===== src/rtl/nand_exerciser_pkg.sv =====
// Shared types and constants for the NAND gate exerciser: state encoding
// and the 2-bit {a,b} vector sweep order.
package nand_exerciser_pkg;

    typedef enum logic [2:0] {
        IDLE   = 3'd0,
        DRIVE  = 3'd1,
        WAIT   = 3'd2,
        SAMPLE = 3'd3,
        DONE   = 3'd4
    } state_e;

    localparam int VEC_W = 2;

    // Sweep order is 00,01,10,11; the last vector wraps back to the first.
    localparam logic [VEC_W-1:0] VEC_FIRST = 2'b00;
    localparam logic [VEC_W-1:0] VEC_LAST  = 2'b11;

    function automatic logic [VEC_W-1:0] vec_succ(input logic [VEC_W-1:0] v);
        return (v == VEC_LAST) ? VEC_FIRST : v + 1'b1;
    endfunction

endpackage


===== src/rtl/nand_exerciser_seq.sv =====
// Sweep counter: walks {a,b} through the four vectors NUM_PASSES times and
// flags the final vector of the final sweep.
module nand_exerciser_seq
    import nand_exerciser_pkg::*;
#(
    parameter int NUM_PASSES = 4
) (
    input  logic             clk,
    input  logic             rst,
    input  logic             clear_i,
    input  logic             advance_i,
    output logic [VEC_W-1:0] vec_nxt_o,
    output logic             last_o
);

    localparam int PC_W = (NUM_PASSES > 1) ? $clog2(NUM_PASSES) : 1;

    logic [VEC_W-1:0] vec_q, vec_d;
    logic [PC_W-1:0]  pass_cnt_q, pass_cnt_d;

    always_comb begin
        vec_d      = vec_q;
        pass_cnt_d = pass_cnt_q;
        if (clear_i) begin
            vec_d      = VEC_FIRST;
            pass_cnt_d = '0;
        end else if (advance_i) begin
            vec_d = vec_succ(vec_q);
            if (vec_q == VEC_LAST) begin
                pass_cnt_d = pass_cnt_q + 1'b1;
            end
        end
    end

    always_ff @(posedge clk) begin
        if (rst) begin
            vec_q      <= VEC_FIRST;
            pass_cnt_q <= '0;
        end else begin
            vec_q      <= vec_d;
            pass_cnt_q <= pass_cnt_d;
        end
    end

    assign vec_nxt_o = vec_succ(vec_q);
    assign last_o    = (vec_q == VEC_LAST) && (pass_cnt_q == PC_W'(NUM_PASSES - 1));

endmodule


===== src/rtl/nand_exerciser.sv =====
// Board-side exerciser for a 2-input NAND: drives every {a,b} vector, waits
// a settle window, checks z against ~(a&b) and reports the run result.
module nand_exerciser
    import nand_exerciser_pkg::*;
#(
    parameter int SETTLE_CYCLES = 2,
    parameter int NUM_PASSES    = 4,
    parameter int ERR_W         = 8
) (
    input  logic             clk,
    input  logic             rst,
    input  logic             start,
    output logic             a_out,
    output logic             b_out,
    input  logic             z_in,
    output logic             busy,
    output logic             done,
    output logic             pass,
    output logic [ERR_W-1:0] err_count,
    output logic [1:0]       first_fail_vec,
    output logic             first_fail_valid
);

    localparam int SC_W = (SETTLE_CYCLES > 1) ? $clog2(SETTLE_CYCLES) : 1;

    state_e           state_q;
    logic [SC_W-1:0]  settle_q;
    logic             a_q, b_q, busy_q, done_q, pass_q, ffv_valid_q;
    logic [ERR_W-1:0] err_q;
    logic [1:0]       ffv_q;

    logic             mismatch;
    logic [ERR_W-1:0] err_d;
    logic             seq_clear, seq_adv, seq_last;
    logic [VEC_W-1:0] vec_nxt;

    always_comb begin
        mismatch = (z_in != ~(a_q & b_q));
        err_d    = err_q;
        if (mismatch && (err_q != {ERR_W{1'b1}})) begin
            err_d = err_q + 1'b1;
        end
        seq_clear = (state_q == IDLE) && start;
        seq_adv   = (state_q == SAMPLE) && !seq_last;
    end

    nand_exerciser_seq #(
        .NUM_PASSES(NUM_PASSES)
    ) u_seq (
        .clk      (clk),
        .rst      (rst),
        .clear_i  (seq_clear),
        .advance_i(seq_adv),
        .vec_nxt_o(vec_nxt),
        .last_o   (seq_last)
    );

    always_ff @(posedge clk) begin
        if (rst) begin
            state_q     <= IDLE;
            settle_q    <= '0;
            a_q         <= 1'b0;
            b_q         <= 1'b0;
            busy_q      <= 1'b0;
            done_q      <= 1'b0;
            pass_q      <= 1'b0;
            err_q       <= '0;
            ffv_q       <= '0;
            ffv_valid_q <= 1'b0;
        end else begin
            case (state_q)
                IDLE: begin
                    if (start) begin
                        err_q       <= '0;
                        ffv_q       <= '0;
                        ffv_valid_q <= 1'b0;
                        pass_q      <= 1'b0;
                        a_q         <= VEC_FIRST[1];
                        b_q         <= VEC_FIRST[0];
                        busy_q      <= 1'b1;
                        state_q     <= DRIVE;
                    end
                end
                DRIVE: begin
                    settle_q <= '0;
                    state_q  <= WAIT;
                end
                WAIT: begin
                    if (settle_q == SC_W'(SETTLE_CYCLES - 1)) begin
                        state_q <= SAMPLE;
                    end else begin
                        settle_q <= settle_q + 1'b1;
                    end
                end
                SAMPLE: begin
                    err_q <= err_d;
                    if (mismatch && !ffv_valid_q) begin
                        ffv_q       <= {a_q, b_q};
                        ffv_valid_q <= 1'b1;
                    end
                    if (seq_last) begin
                        // Saturation never returns to zero, so any failure keeps pass low.
                        pass_q  <= (err_d == '0);
                        done_q  <= 1'b1;
                        busy_q  <= 1'b0;
                        a_q     <= 1'b0;
                        b_q     <= 1'b0;
                        state_q <= DONE;
                    end else begin
                        a_q     <= vec_nxt[1];
                        b_q     <= vec_nxt[0];
                        state_q <= DRIVE;
                    end
                end
                DONE: begin
                    done_q  <= 1'b0;
                    state_q <= IDLE;
                end
                default: state_q <= IDLE;
            endcase
        end
    end

    assign a_out            = a_q;
    assign b_out            = b_q;
    assign busy             = busy_q;
    assign done             = done_q;
    assign pass             = pass_q;
    assign err_count        = err_q;
    assign first_fail_vec   = ffv_q;
    assign first_fail_valid = ffv_valid_q;

endmodule


===== config.mk =====
export PLATFORM = sky130hd
export DESIGN_NAME = nand_exerciser
export DESIGN_NICKNAME = d
export VERILOG_FILES = /design/src/rtl/nand_exerciser_pkg.sv /design/src/rtl/nand_exerciser_seq.sv /design/src/rtl/nand_exerciser.sv
export SDC_FILE = /design/constraint.sdc
export NUM_CORES = 1
export LEC_CHECK = 0
export ABC_AREA = 1
export CAP_MARGIN = 20
export CELL_PAD_IN_SITES_DETAIL_PLACEMENT = 1
export CELL_PAD_IN_SITES_GLOBAL_PLACEMENT = 1
export CORE_AREA = 2 2 60 62
export CTS_CLUSTER_SIZE = 30
export DETAILED_ROUTE_END_ITERATION = 6
export DIE_AREA = 0 0 62 64
export HOLD_SLACK_MARGIN = 0.15
export PLACE_DENSITY = 0.84
export REMOVE_ABC_BUFFERS = 1
export SLEW_MARGIN = 0
export SYNTH_ARGS = -nofsm -noshare
export SYNTH_HDL_FRONTEND = slang
export SYNTH_SLANG_ARGS = --single-unit
export TNS_END_PERCENT = 100

===== constraint.sdc =====
create_clock -name clk -period 2.2 [get_ports clk]
set_input_delay 0.44 -clock clk [delete_from_list [all_inputs] [get_ports clk]]
set_output_delay 0.44 -clock clk [all_outputs]
set_load 0.01 [all_outputs]

After elaboration in Yosys (flattened, before gate mapping)
Cells that the tools add are included.
W data, S select, Z words.
{"block": "totals", "word_cells": 76, "out_inout_bits": 16, "input_bits": 4, "ff_bits": 24}
{"block": "op_classes", "n_mux": 27, "n_reduce_logical": 19, "add_sub_neg": 4, "bitwise_logic": 2, "eq_ne": 12}
{"cell": "$mux W8", "n": 2}
{"cell": "$pmux W8 S2", "n": 1}
{"cell": "$pmux W1 S2", "n": 7}
{"cell": "$pmux W3 S4", "n": 1}
{"cell": "$mux W1", "n": 9}
{"cell": "$mux W3", "n": 3}
{"cell": "$add A8 B1 Y8 const B", "n": 1}
{"cell": "$logic_not A8 Y1", "n": 1}
{"cell": "$ne A8 B8 Y1 const B", "n": 1}
{"cell": "$reduce_and A2 Y1", "n": 4}
{"cell": "$eq A3 B2 Y1 const B", "n": 2}
{"cell": "$mux W2", "n": 3}
{"cell": "$ne A2 B2 Y1 const B", "n": 3}
{"cell": "$reduce_and A3 Y1", "n": 2}
{"cell": "$reduce_bool A2 Y1", "n": 3}
{"cell": "$logic_and A1 B1 Y1", "n": 5}
{"cell": "$add A2 B1 Y2 const B", "n": 2}
{"cell": "$eq A2 B2 Y1 const B", "n": 2}
{"cell": "$pmux W2 S2", "n": 1}
{"cell": "$eq A3 B1 Y1 const B", "n": 1}
{"cell": "$eq A3 B3 Y1 const B", "n": 1}
{"cell": "$logic_not A3 Y1", "n": 1}
{"cell": "$logic_not A1 Y1", "n": 2}
{"cell": "$ne A2 B1 Y1 const B", "n": 1}
{"cell": "other kinds (5)", "n": 5}

Logic depth before layout (Yosys ltp)
Gate-level depths: netlist (run 1).
{"block": "depth", "word_depth": 8, "ltp_mapped": 12, "depth_no_buf": 12}

By module
From an unflattened synthesis (run 1), not the netlist that was laid out.
{"block": "unflattened", "hier_cells": 191, "area_unflattened_um2": 1302.5}
{"mod": "nand_exerciser", "instances": 1, "seq_area_each_um2": 400.4, "area_each_um2": 1099.8, "cells_each": 162}
{"mod": "nand_exerciser_seq", "instances": 1, "seq_area_each_um2": 80.1, "area_each_um2": 202.7, "cells_each": 29}

Worst setup path after synthesis (run 1)
OpenSTA, ideal clock, no wires.
{"block": "synth_timing", "kind": "register to register", "from": "reg err_q[0], in the netlist err_count[0]", "to": "reg pass_q, in the netlist pass", "setup_ns": 0.130, "path_buffers": 0, "t_required_ns": 2.070, "setup_slack_ns": 0.700, "stages_incl_launch_ff": 13, "synth_period_minus_slack_ns": 1.500, "arrival_ns": 1.370, "path_cell_list": "dfxtp_1 -> ha_1 -> nand3_2 -> clkinv_2 -> nand2_4 -> nand2_4 -> inv_4 -> nand3_1 -> nand2_1 -> nand2_1 -> nor2_2 -> nand2_1 -> a21oi_2"}
{"block": "synth_via", "elab_chain_len": 6, "elab_cells_between_ends": 7, "classes_between": "add/sub: 1; eq/ne: 1; mux: 3; reduce/logical: 2"}
{"item": "start, declared", "line_no": "nand_exerciser.sv:29", "rtl": "logic [ERR_W-1:0] err_q;"}
{"item": "start signal, assigned", "line_no": "nand_exerciser.sv:96", "rtl": "err_q <= err_d;"}
{"item": "branches (longest 2 deep; another with $add A8 B1 Y8)"}
{"item": "$mux W8 (*)", "line_no": "nand_exerciser.sv:40", "rtl": "if (mismatch && (err_q != {ERR_W{1'b1}})) begin"}
{"item": "$logic_not A8 Y1 (*)", "line_no": "nand_exerciser.sv:103", "rtl": "pass_q <= (err_d == '0);"}
{"item": "$mux W1 (*)", "line_no": "nand_exerciser.sv:101", "rtl": "if (seq_last) begin"}
{"item": "$pmux W1 S2 (*)", "line_no": "nand_exerciser.sv:71", "rtl": "case (state_q)"}
{"item": "end signal, assigned", "line_no": "nand_exerciser.sv:103"}
{"item": "end, declared", "line_no": "nand_exerciser.sv:28", "rtl": "logic a_q, b_q, busy_q, done_q, pass_q, ffv_valid_q;"}
Mark *: on every way between the ends. The select of a mux whose other input is x is not followed.
A chain may end at the register's enable or synchronous reset.

Worst setup path in the final report (run 1)
{"block": "layout_timing", "from": "reg err_q[0], in the netlist err_count[0]", "to": "out err_count[0]"}
{"item": "end, declared", "line_no": "nand_exerciser.sv:19", "rtl": "output logic [ERR_W-1:0] err_count,"}
No word-level cell between the ends.

==> impl_metrics.json, run 1 <==
{
  "design.final.nets": 214,
  "worst_ep_arrival_time_ps": 1390,
  "finalMaxSlewViolations": 0,
  "clockRootBuffer": "sky130_fd_sc_hd__clkbuf_4",
  "depth_of_the_worst_register_to_register_path": 10,
  "worstSetupEndpointType": "output port",
  "cts.repair.resized": 0,
  "critical_path.startpoint_type": "register",
  "max_cap_violations": 0,
  "sw_frac_of_total_pct": 30.3,
  "r2r-end": "pass$_SDFFE_PP0P_",
  "die_width_um": 62,
  "grt_antenna_before_repair": 0,
  "cts_made_buffers": 3,
  "postLayoutCellArea_mm2": 0.00155,
  "grt_pass1_vias": 1336,
  "critPathMaxStageDelay_ps": 590,
  "dp.final_hpwl_mm": 2.61,
  "htree_num_levels": 1,
  "busiest_layer_in_global_routing": "met2",
  "seqCellArea_um2": 480,
  "cts.hold.buffers_added": 0,
  "worstHoldEndpoint": "first_fail_vec[1]$_SDFFE_PP0P_",
  "avgRoutedWirePerCell_um": 12.8,
  "drt_first_pass_iters": 4,
  "count_of_antenna_violating_nets_left_after_detailed_routing": 0,
  "worst_relative_slew_slack_pct": 68.9,
  "grt_start_max_net_pins": 14,
  "area_delta_synth_final_pct": 22.4,
  "layout_min_cycle_time_ps": 1830,
  "clock_latency_ps": 310,
  "die_area_mm2": 0.00397,
  "power_leakage_nw": 0.612,
  "timing_worst_setup_path_type": "reg2out",
  "worst_r2r_startpoint": "err_count[0]$_SDFFE_PP0P_",
  "netlist_area_mm2": 0.00127,
  "post_cts_setup_buffer_count": 0,
  "deepest_clock_path_buffer_count": 2,
  "synthCells": 184,
  "combinationalPowerShare_pct": 19.6,
  "crit_path_cell_trace": "clkdlybuf4s50_1",
  "rsz0062_at_grt": "false",
  "drt_drc_violations_left": 0,
  "grt_first_pass_wirelength_mm": 5.61,
  "place_area_mm2": 0.00152,
  "synthesis.yosys.warnings": 0,
  "skew_ps": 3.42,
  "total_switching_power_w": 0.000270,
  "path_buf_inv": 1,
  "finalHoldViolations": 0,
  "totalWireLength_mm": 3.24,
  "timing.critical_path.required_ps": 1760,
  "setup.reg_to_reg.worst_slack_ps": 490,
  "grtUsageTotal_pct": 18.5,
  "final-setup-viol-count": 0,
  "holdPathStages": 2,
  "crit_path_max_fanout": 7,
  "fp-row-count": 21,
  "synth.distinct_cells": 27,
  "final_min_period_over_clock_period_pct": 83.1,
  "drt_iter0_drc": 20,
  "starting_density_of_the_core_pct": 38.7,
  "sink_count": 24,
  "yosys_register_bits": 24,
  "floorplan.io_pins": 20,
  "drive_above_1_share_pct": 13.1,
  "placeableCoreArea_mm2": 0.00328,
  "grt_util_met2_pct": 34.1,
  "fin_tns_setup_ps": 0,
  "crit_family": "buffers and inverters",
  "pwr-share-seq_pct": 54.8,
  "status": "finished clean",
  "chip_height_um": 64,
  "diodes": 0,
  "min-delay-start": "first_fail_vec[1]$_SDFFE_PP0P_",
  "sequential_fraction_of_the_synthesis_area_pct": 37.8,
  "detailroute.via_count": 1256,
  "power.clock.fraction_pct": 25.6,
  "globalplace.congestion": 0.862,
  "slew_worst_pin_ps": 465,
  "syn_area_per_cell_um2": 6.90,
  "min-delay-path-class": "reg2reg",
  "io_buffers": 19,
  "power_density_mw_per_mm2": 572,
  "internal_power_w": 0.000620,
  "multiInputGateArea_um2": 697,
  "cts.reportedPaths.clkPinSlew_ps": 130,
  "fillerInstances": 450,
  "fmax_mhz": 547,
  "global_route.overflow_total": 0,
  "via_per_inst": 4.98,
  "critPathSlowestCell": "sky130_fd_sc_hd__clkdlybuf4s50_1",
  "cts_tree": "yes",
  "globalRouteMet3Util_pct": 2.63,
  "vdd_drop_max_mv": 0.332,
  "global_route.usage.met1_pct": 21.2
}
worst max path at each step:
| stage | to | slack [ps] | cells past startpoint | start |
|---|---|---|---|---|
| 2_1_floorplan | pass$_SDFFE_PP0P_ | 700 | 11 | err_count[0]$_SDFFE_PP0P_ |
| 4_1_cts | err_count[0] | 340 | 1 | err_count[0]$_SDFFE_PP0P_ |
| 5_1_grt | err_count[3] | 270 | 1 | err_count[3]$_SDFFE_PP0P_ |
| 3_3_place_gp | pass$_SDFFE_PP0P_ | 290 | 11 | z_in |
| 6_report | err_count[0] | 370 | 1 | err_count[0]$_SDFFE_PP0P_ |
| 3_5_place_dp | pass$_SDFFE_PP0P_ | 260 | 11 | z_in |
registers in the layout (all words and copies together) (netlist names):
| signal | cells |
|---|---|
| state_q | 3 |
| b_out | 1 |
| settle_q | 1 |
| busy | 1 |
| pass | 1 |
| done | 1 |
| u_seq.vec_q | 2 |
| u_seq.pass_cnt_q | 2 |
| first_fail_valid | 1 |
| err_count | 8 |
| a_out | 1 |
| first_fail_vec | 2 |
power by group through the flow:
stage               logic [W]  registers, W  clock network, W
finish               0.000174      0.000487          0.000228
CTS                  0.000177      0.000487          0.000242
detailed placement   0.000176      0.000497                 0
global placement     0.000168      0.000495                 0
global route         0.000198      0.000491          0.000257
floorplan            0.000110      0.000494                 0
cells in the mapped netlist:
library cell | count | area share, %
sky130_fd_sc_hd__ha_1 | 3 | 3.0
sky130_fd_sc_hd__a21oi_2 | 1 | 0.69
sky130_fd_sc_hd__clkinv_4 | 1 | 0.69
sky130_fd_sc_hd__inv_4 | 1 | 0.49
sky130_fd_sc_hd__o22ai_1 | 1 | 0.49
sky130_fd_sc_hd__nand3b_1 | 1 | 0.59
sky130_fd_sc_hd__nand2_4 | 2 | 1.8
sky130_fd_sc_hd__nor2_2 | 1 | 0.49
sky130_fd_sc_hd__nand2_2 | 5 | 2.5
sky130_fd_sc_hd__nor3_1 | 3 | 1.2
sky130_fd_sc_hd__nor2_4 | 3 | 2.7
sky130_fd_sc_hd__inv_2 | 3 | 0.89
sky130_fd_sc_hd__a21oi_1 | 21 | 8.3
sky130_fd_sc_hd__nand3_2 | 3 | 2.4
sky130_fd_sc_hd__dfxtp_1 | 24 | 38
sky130_fd_sc_hd__nand2_1 | 61 | 18
sky130_fd_sc_hd__inv_1 | 13 | 3.8
sky130_fd_sc_hd__nor2_1 | 10 | 3.0
sky130_fd_sc_hd__nand4_1 | 2 | 0.99
sky130_fd_sc_hd__o21ai_1 | 1 | 0.39
sky130_fd_sc_hd__a311oi_1 | 1 | 0.69
sky130_fd_sc_hd__or2_0 | 1 | 0.49
sky130_fd_sc_hd__clkbuf_1 | 2 | 0.59
sky130_fd_sc_hd__nand3_1 | 16 | 6.3
sky130_fd_sc_hd__clkinv_2 | 2 | 0.79
sky130_fd_sc_hd__o21ai_0 | 1 | 0.39
sky130_fd_sc_hd__xor2_1 | 1 | 0.69
metal layers:
layer / up-vias / part of all wire, %
li1: 635 / -
met5: - / 0
met3: 2 / 2.6
met2: 16 / 53
met4: 0 / 0.59
met1: 603 / 43
cell usage in the layout, fill, tap and decap left out:
cell	netlist	routed
sky130_fd_sc_hd__or2_0	1	1
sky130_fd_sc_hd__a311oi_1	1	1
sky130_fd_sc_hd__a21oi_2	1	1
sky130_fd_sc_hd__nand2_4	2	2
sky130_fd_sc_hd__nand3_2	3	3
sky130_fd_sc_hd__nand3_1	16	16
sky130_fd_sc_hd__nor2_4	3	3
sky130_fd_sc_hd__o22ai_1	1	1
sky130_fd_sc_hd__nand3b_1	1	1
sky130_fd_sc_hd__xor2_1	1	1
sky130_fd_sc_hd__clkdlybuf4s50_1	0	19
sky130_fd_sc_hd__nor2_1	10	10
sky130_fd_sc_hd__clkinv_4	1	1
sky130_fd_sc_hd__nand4_1	2	2
sky130_fd_sc_hd__inv_2	3	3
sky130_fd_sc_hd__nor3_1	3	3
sky130_fd_sc_hd__inv_4	1	1
sky130_fd_sc_hd__inv_1	13	13
sky130_fd_sc_hd__nand2_2	5	5
sky130_fd_sc_hd__nand2_1	61	61
sky130_fd_sc_hd__clkbuf_4	0	3
sky130_fd_sc_hd__buf_4	0	1
sky130_fd_sc_hd__clkbuf_8	0	1
sky130_fd_sc_hd__nor2_2	1	1
sky130_fd_sc_hd__ha_1	3	3
sky130_fd_sc_hd__dfxtp_1	24	24
sky130_fd_sc_hd__a21oi_1	21	21
sky130_fd_sc_hd__clkinv_2	2	2
sky130_fd_sc_hd__o21ai_0	1	1
sky130_fd_sc_hd__o21ai_1	1	1
stage by stage:
step / util, % / hold slack (ps) / worst slack (ps) / power, W / cells
final: 47.3 / 477 / 372 / 0.000890 / 252
after CTS: 47.3 / 476 / 343 / 0.000906 / 252
after floorplan: - / 434 / 702 / 0.000604 / 182
after global routing: 47.3 / 513 / 265 / 0.000946 / 252
after detailed placement: 46.2 / 458 / 258 / 0.000672 / 248
after global placement: 46.2 / 450 / 293 / 0.000663 / 248
logic make-up (layout without fill, tap and decap cells):
logic type	Yosys count	count (layout)	synth area share, %
and+or+nand+nor	108	108	40.3
DFF	24	24	37.8
buffers and inverters	22	44	7.29
adders and majority gates	3	3	2.96
AOI/OAI and AO/OA	26	26	10.9
xor gates and xnor gates	1	1	0.690
cell type report:
class / instances / area share, %
multi-input cells: 138 / 44.8
well taps: 46 / 3.70
clock buffers: 4 / 2.33
flip-flops and latches: 24 / 30.9
inverters: 20 / 5.48
repair buffers: 20 / 12.7
No activity file was read; power rests on OpenSTA's default activity.
==> run 2, diff against run 1 <==
--- a/config.mk
+++ b/config.mk
@@ -9,12 +9,12 @@
 export CAP_MARGIN = 20
 export CELL_PAD_IN_SITES_DETAIL_PLACEMENT = 1
 export CELL_PAD_IN_SITES_GLOBAL_PLACEMENT = 1
-export CORE_AREA = 2 2 60 62
+export CORE_AREA = 2 2 66 68
 export CTS_CLUSTER_SIZE = 30
 export DETAILED_ROUTE_END_ITERATION = 6
-export DIE_AREA = 0 0 62 64
+export DIE_AREA = 0 0 68 70
 export HOLD_SLACK_MARGIN = 0.15
-export PLACE_DENSITY = 0.84
+export PLACE_DENSITY = 0.74
 export REMOVE_ABC_BUFFERS = 1
 export SLEW_MARGIN = 0
 export SYNTH_ARGS = -nofsm -noshare
==> constraint.sdc (replaced) <==
create_clock -name clk -period 1.55 [get_ports clk]
set_input_delay 0.31 -clock clk [delete_from_list [all_inputs] [get_ports clk]]
set_output_delay 0.31 -clock clk [all_outputs]
set_load 0.01 [all_outputs]
==> run 2 against run 1 <==
  * Utilization decreased by 4.1 points
  * Clock power increased by 150%
  * Routed wire length increased by 7.9%
  * Sequential power increased by 41%
  * Critical path type unchanged
  * Largest power group unchanged
  * Via count increased by 6.4%
  * Register-to-register slack got worse by 390 ps
  * Highest routed layer unchanged
==> impl_metrics.json, run 2 (synthesis gave the netlist of run 1 again) <==
{
  "status": "finished clean",
  "cts_tree": "yes",
  "post-route-worst-setup-slack_ps": 40.4,
  "postLayoutCellArea_mm2": 0.00179,
  "layout_min_cycle_time_ps": 1510,
  "power_leakage_nw": 0.834,
  "crit_path_max_fanout": 5,
  "internal_power_w": 0.00110,
  "timing_worst_setup_path_type": "reg2out",
  "crit_family": "buffers and inverters",
  "r2r-end": "pass$_SDFFE_PP0P_",
  "globalRouteMet3Util_pct": 2.42,
  "slew_worst_pin_ps": 332,
  "finalMaxSlewViolations": 0,
  "worst_relative_slew_slack_pct": 77.7,
  "skew_ps": 6.77,
  "grt_first_pass_wirelength_mm": 6.05,
  "drt_iter0_drc": 54,
  "drive_above_1_share_pct": 25.6,
  "globalplace.congestion": 0.865,
  "critPathMaxStageDelay_ps": 550,
  "finalHoldViolations": 0,
  "grt_antenna_before_repair": 0,
  "total_switching_power_w": 0.000417,
  "max_cap_violations": 0,
  "min-delay-start": "busy$_SDFFE_PP0P_",
  "critical_path_cell_count": 1,
  "critical_path.startpoint_type": "register",
  "fillerInstances": 536,
  "deepest_clock_path_buffer_count": 2,
  "worst_slack_at_placement_ps": -249,
  "path_buf_inv": 1,
  "min-delay-path-class": "reg2reg",
  "timing.critical_path.required_ps": 1240,
  "cts.hold.buffers_added": 0,
  "dp.final_hpwl_mm": 2.69,
  "place_area_mm2": 0.00167,
  "vdd_drop_max_mv": 0.585,
  "chip_height_um": 70,
  "htree_num_levels": 1,
  "area_delta_synth_final_pct": 41.0,
  "worst_r2r_startpoint": "err_count[0]$_SDFFE_PP0P_",
  "grt_util_met2_pct": 27.1,
  "layout.cells.most_common": "sky130_fd_sc_hd__nand2_1",
  "totalWireLength_mm": 3.49,
  "die_area_mm2": 0.00476,
  "design.final.nets": 235,
  "count_of_antenna_violating_nets_left_after_detailed_routing": 0,
  "largest_register_ffs": 8,
  "holdPathStages": 2,
  "depth_of_the_worst_register_to_register_path": 11,
  "power_density_mw_per_mm2": 849,
  "crit_path_cell_trace": "clkdlybuf4s50_1",
  "io_buffers": 19,
  "multiInputGateArea_um2": 709,
  "floorplan.io_pins": 20,
  "busiest_layer_in_global_routing": "met2",
  "grtUsageTotal_pct": 16.3,
  "sink_count": 24,
  "clockRootBuffer": "sky130_fd_sc_hd__clkbuf_8",
  "global_route.usage.met1_pct": 21.5,
  "final-setup-viol-count": 0,
  "final_min_period_over_clock_period_pct": 97.4,
  "fmax_mhz": 662,
  "die_width_um": 68,
  "grt_start_max_net_pins": 15,
  "detailroute.via_count": 1337,
  "avgRoutedWirePerCell_um": 12.5,
  "fp-row-count": 24,
  "rsz0062_at_grt": "true",
  "via_per_inst": 4.79,
  "combinationalPowerShare_pct": 17.9,
  "pwr-share-seq_pct": 45.2,
  "worstHoldEndpoint": "busy$_SDFFE_PP0P_",
  "sw_frac_of_total_pct": 27.4,
  "cts.reportedPaths.clkPinSlew_ps": 90,
  "worstSetupEndpointType": "output port",
  "place.detailed.instances": 273,
  "drt_drc_violations_left": 0,
  "clock_latency_ps": 270,
  "cts_made_buffers": 3,
  "mostFrequentLayoutCells": "sky130_fd_sc_hd__nand2_1 (61), sky130_fd_sc_hd__buf_4 (22), sky130_fd_sc_hd__a21oi_1 (21)",
  "starting_density_of_the_core_pct": 30.6,
  "global_route.overflow_total": 0,
  "diodes": 0,
  "power.clock.fraction_pct": 36.9,
  "placeableCoreArea_mm2": 0.00414,
  "grt_pass1_vias": 1367,
  "worst_ep_arrival_time_ps": 1200,
  "drt_first_pass_iters": 4,
  "final_std_cells_w_o_fill": 279,
  "critPathSlowestCell": "sky130_fd_sc_hd__clkdlybuf4s50_1",
  "seqCellArea_um2": 494,
  "setup.reg_to_reg.worst_slack_ps": 100
}
==> run 2: cell count changes in the layout (fill, tap and decap cells not counted), moves of 2 or more <==
cell                              before  now
sky130_fd_sc_hd__dlymetal6s2s_1        0    5
sky130_fd_sc_hd__clkdlybuf4s50_1      19   11
sky130_fd_sc_hd__clkbuf_8              1    3
sky130_fd_sc_hd__dfxtp_1              24   15
sky130_fd_sc_hd__clkbuf_4              3    0
sky130_fd_sc_hd__buf_4                 1   22
sky130_fd_sc_hd__dlygate4sd2_1         0    3
sky130_fd_sc_hd__dfxtp_2               0    8
==> run 2: power by group through the flow <==
stage / Sequential, W / Clock (W) / Combinational, W
floorplan: 0.000701 / 0 / 0.000157
global placement: 0.000702 / 0 / 0.000271
detailed placement: 0.000703 / 0 / 0.000276
CTS: 0.000687 / 0.000574 / 0.000276
global route: 0.000694 / 0.000600 / 0.000309
finish: 0.000687 / 0.000560 / 0.000273
==> run 2: through the flow <==
stage	util, %	hold WS, ps	power [W]	setup TNS (ps)
6_report	43.2	471	0.00152	0
2_1_floorplan	-	372	0.000858	0
4_1_cts	42.1	477	0.00154	0
5_1_grt	43.2	498	0.00160	-20.6
3_3_place_gp	40.2	451	0.000973	-919
3_5_place_dp	40.2	461	0.000979	-1340
==> run 2: cell type report <==
type                       instances  area share (%)
clock buffer                       3            2.31
clock inverter                     1            1.68
inverter                          20            4.82
multi-input combinational        138            39.6
sequential                        24            27.6
tap                               52            3.63
timing repair buffer              41            20.3
==> run 2: how the worst max path moves through the flow <==
stage	slack, ps	start	endpoint
2_1_floorplan	50	err_count[0]$_SDFFE_PP0P_	pass$_SDFFE_PP0P_
3_3_place_gp	-200	z_in	pass$_SDFFE_PP0P_
3_5_place_dp	-250	z_in	pass$_SDFFE_PP0P_
4_1_cts	2	err_count[7]$_SDFFE_PP0P_	err_count[7]
5_1_grt	-20	err_count[1]$_SDFFE_PP0P_	pass$_SDFFE_PP0P_
6_report	40	b_out$_SDFFE_PP0P_	b_out
==> run 2: per-layer routing <==
metal | part of all wire [%] | wire (um) | up-vias
li1 | - | - | 678
met5 | 0 | 0 | -
met4 | 1.1 | 38 | 0
met2 | 49 | 1730 | 27
met1 | 46 | 1610 | 628
met3 | 3.3 | 115 | 4
==> run 2: what timing repair did <==
action	in CTS	in global routing
setup buffers	0	2
pin swaps	0	4
gates cloned	0	0
resized for setup	9	12
endpoints found under the hold margin	0	0
setup endpoints to repair	8	10
==> run 3, diff against run 2 <==
--- a/config.mk
+++ b/config.mk
@@ -16,6 +16,7 @@
 export HOLD_SLACK_MARGIN = 0.15
 export PLACE_DENSITY = 0.74
 export REMOVE_ABC_BUFFERS = 1
+export SETUP_SLACK_MARGIN = 0.15
 export SLEW_MARGIN = 0
 export SYNTH_ARGS = -nofsm -noshare
 export SYNTH_HDL_FRONTEND = slang
==> run 3 against run 2 <==
  * Largest cell class unchanged
  * Utilization up 2.0 points
  * Critical endpoint is now pass$_SDFFE_PP0P_
  * Worst setup slack better by 98 ps
  * Sequential share of layout area down 0.80 points
  * Die area unchanged
  * Fmax up 6.9%
  * Flip-flop and latch count unchanged
  * Sequential power about the same
  * Register-to-register slack better by 40 ps
  * Total power about the same
==> impl_metrics.json, run 3 (synthesis gave the netlist of run 1 again) <==
{
  "clockRootBuffer": "sky130_fd_sc_hd__clkbuf_8",
  "timing.critical_path.required_ps": 1770,
  "area_delta_synth_final_pct": 47.4,
  "floorplan.io_pins": 20,
  "max_cap_violations": 0,
  "status": "finished clean",
  "grt_antenna_before_repair": 0,
  "final_min_period_over_clock_period_pct": 91.1,
  "layout.cells.most_common": "sky130_fd_sc_hd__nand2_1",
  "htree_num_levels": 1,
  "finalHoldViolations": 0,
  "dp.final_hpwl_mm": 2.69,
  "fp-row-count": 24,
  "fin_tns_setup_ps": 0,
  "design_power_total_w": 0.00152,
  "grt_start_max_net_pins": 15,
  "drt_iter0_drc": 45,
  "worst_slack_at_placement_ps": -249,
  "die_width_um": 68,
  "rsz0062_at_grt": "true",
  "die_area_mm2": 0.00476,
  "deepest_clock_path_buffer_count": 2,
  "grt_first_pass_wirelength_mm": 6.11,
  "crit_path_max_fanout": 7,
  "placeableCoreArea_mm2": 0.00414,
  "starting_density_of_the_core_pct": 30.6,
  "power_leakage_nw": 0.825,
  "design.final.nets": 238,
  "count_of_antenna_violating_nets_left_after_detailed_routing": 0,
  "fmax_mhz": 708,
  "fillerInstances": 531,
  "clock_latency_ps": 270,
  "drive_above_1_share_pct": 32.2,
  "final-setup-viol-count": 0,
  "skew_ps": 8.80,
  "finalMaxSlewViolations": 0,
  "post-route-util_pct": 45.2,
  "largest_register_ffs": 8,
  "global_route.overflow_total": 0,
  "cts_made_buffers": 3,
  "postLayoutCellArea_mm2": 0.00187,
  "critical_path.startpoint_type": "register",
  "grtUsageTotal_pct": 16.5,
  "worst_ep_arrival_time_ps": 1630,
  "place_area_mm2": 0.00167,
  "io_buffers": 19,
  "globalplace.congestion": 0.865,
  "avgRoutedWirePerCell_um": 13.0,
  "power_density_mw_per_mm2": 812,
  "via_per_inst": 4.85,
  "drt_drc_violations_left": 0,
  "vdd_drop_max_mv": 0.620,
  "timing_worst_setup_path_type": "reg2reg",
  "chip_height_um": 70,
  "mostFrequentLayoutCells": "sky130_fd_sc_hd__nand2_1 (56), sky130_fd_sc_hd__buf_4 (22), sky130_fd_sc_hd__a21oi_1 (20)",
  "cts.reportedPaths.clkPinSlew_ps": 90,
  "post-route-worst-setup-slack_ps": 138,
  "worstSetupEndpointType": "register",
  "min-delay-path-class": "reg2reg",
  "layout_min_cycle_time_ps": 1410,
  "drt_first_pass_iters": 4,
  "sink_count": 24,
  "worst_relative_slew_slack_pct": 86.1,
  "slew_worst_pin_ps": 208,
  "diodes": 0,
  "grt_pass1_vias": 1371,
  "totalWireLength_mm": 3.68,
  "cts_tree": "yes",
  "detailroute.via_count": 1368
}
run 3: cell types whose count changed in the layout (fill, tap and decap cells not counted), moves of 3 or more:
cell                              delta
sky130_fd_sc_hd__dlygate4sd2_1      +14
sky130_fd_sc_hd__clkdlybuf4s50_1     -9
sky130_fd_sc_hd__dlymetal6s2s_1      -5
sky130_fd_sc_hd__nand2_1             -5
sky130_fd_sc_hd__nand2_2             +4
sky130_fd_sc_hd__buf_6               +3
sky130_fd_sc_hd__dfxtp_2             -3
sky130_fd_sc_hd__dfxtp_4             +3
run 3: cell type report:
type / instances / area (um^2) / share of cell area, %
multi-input cells: 138 / 779 / 41.6
inverters: 20 / 86.3 / 4.61
flip-flops and latches: 24 / 502 / 26.8
clock buffers: 3 / 41.3 / 2.21
clock inverters: 1 / 30.0 / 1.60
well taps: 52 / 65.1 / 3.48
repair buffers: 44 / 368 / 19.7
run 3: power breakdown:
part           internal [W]  switching [W]  leakage [nW]
combinational      0.000104       0.000171         0.589
sequential         0.000647      0.0000374         0.200
clock              0.000346       0.000215        0.0357
total               0.00110       0.000423         0.825
run 3: worst paths after layout:
path | from | endpoint | slack (ps) | depth (start not counted)
worst max-delay path | err_count[1]$_SDFFE_PP0P_ | pass$_SDFFE_PP0P_ | 140 | 11
worst min-delay path | first_fail_vec[0]$_SDFFE_PP0P_ | first_fail_vec[0]$_SDFFE_PP0P_ | 470 | 2
worst max register to register | err_count[1]$_SDFFE_PP0P_ | pass$_SDFFE_PP0P_ | 140 | 11
worst min register to register | first_fail_vec[0]$_SDFFE_PP0P_ | first_fail_vec[0]$_SDFFE_PP0P_ | 470 | 2
run 3: stage by stage:
stage	instances	hold WS, ps
after floorplan	182	372
after global placement	273	451
after detailed placement	273	461
after CTS	279	474
after global routing	282	495
final	282	468
run 3: timing repair:
item	in CTS	in global routing
hold buffers	0	0
pin swaps	8	9
setup endpoints to repair	20	17
setup buffers	2	3
resized for setup	34	19
run 3: metal layers:
| metal | global-route usage [%] | vias up | share of wire [%] |
|---|---|---|---|
| li1 | - | 687 | - |
| met1 | 21.5 | 657 | 45 |
| met2 | 27.6 | 20 | 51 |
| met3 | 2.42 | 4 | 2.8 |
| met4 | 4.67 | 0 | 1.0 |
| met5 | 0 | - | 0 |
run 3: critical path, stage by stage (launching register included):
cell and delay [ps]:
sky130_fd_sc_hd__dfxtp_4 380, sky130_fd_sc_hd__ha_4 160, sky130_fd_sc_hd__nand3_4 80, sky130_fd_sc_hd__inv_4 90, sky130_fd_sc_hd__nand2_8 80, sky130_fd_sc_hd__nand3_1 110, sky130_fd_sc_hd__nand2_2 70, sky130_fd_sc_hd__nor2_1 90
sky130_fd_sc_hd__nand2_1 70, sky130_fd_sc_hd__nor2_2 70, sky130_fd_sc_hd__nand2_1 60, sky130_fd_sc_hd__a21oi_2 100
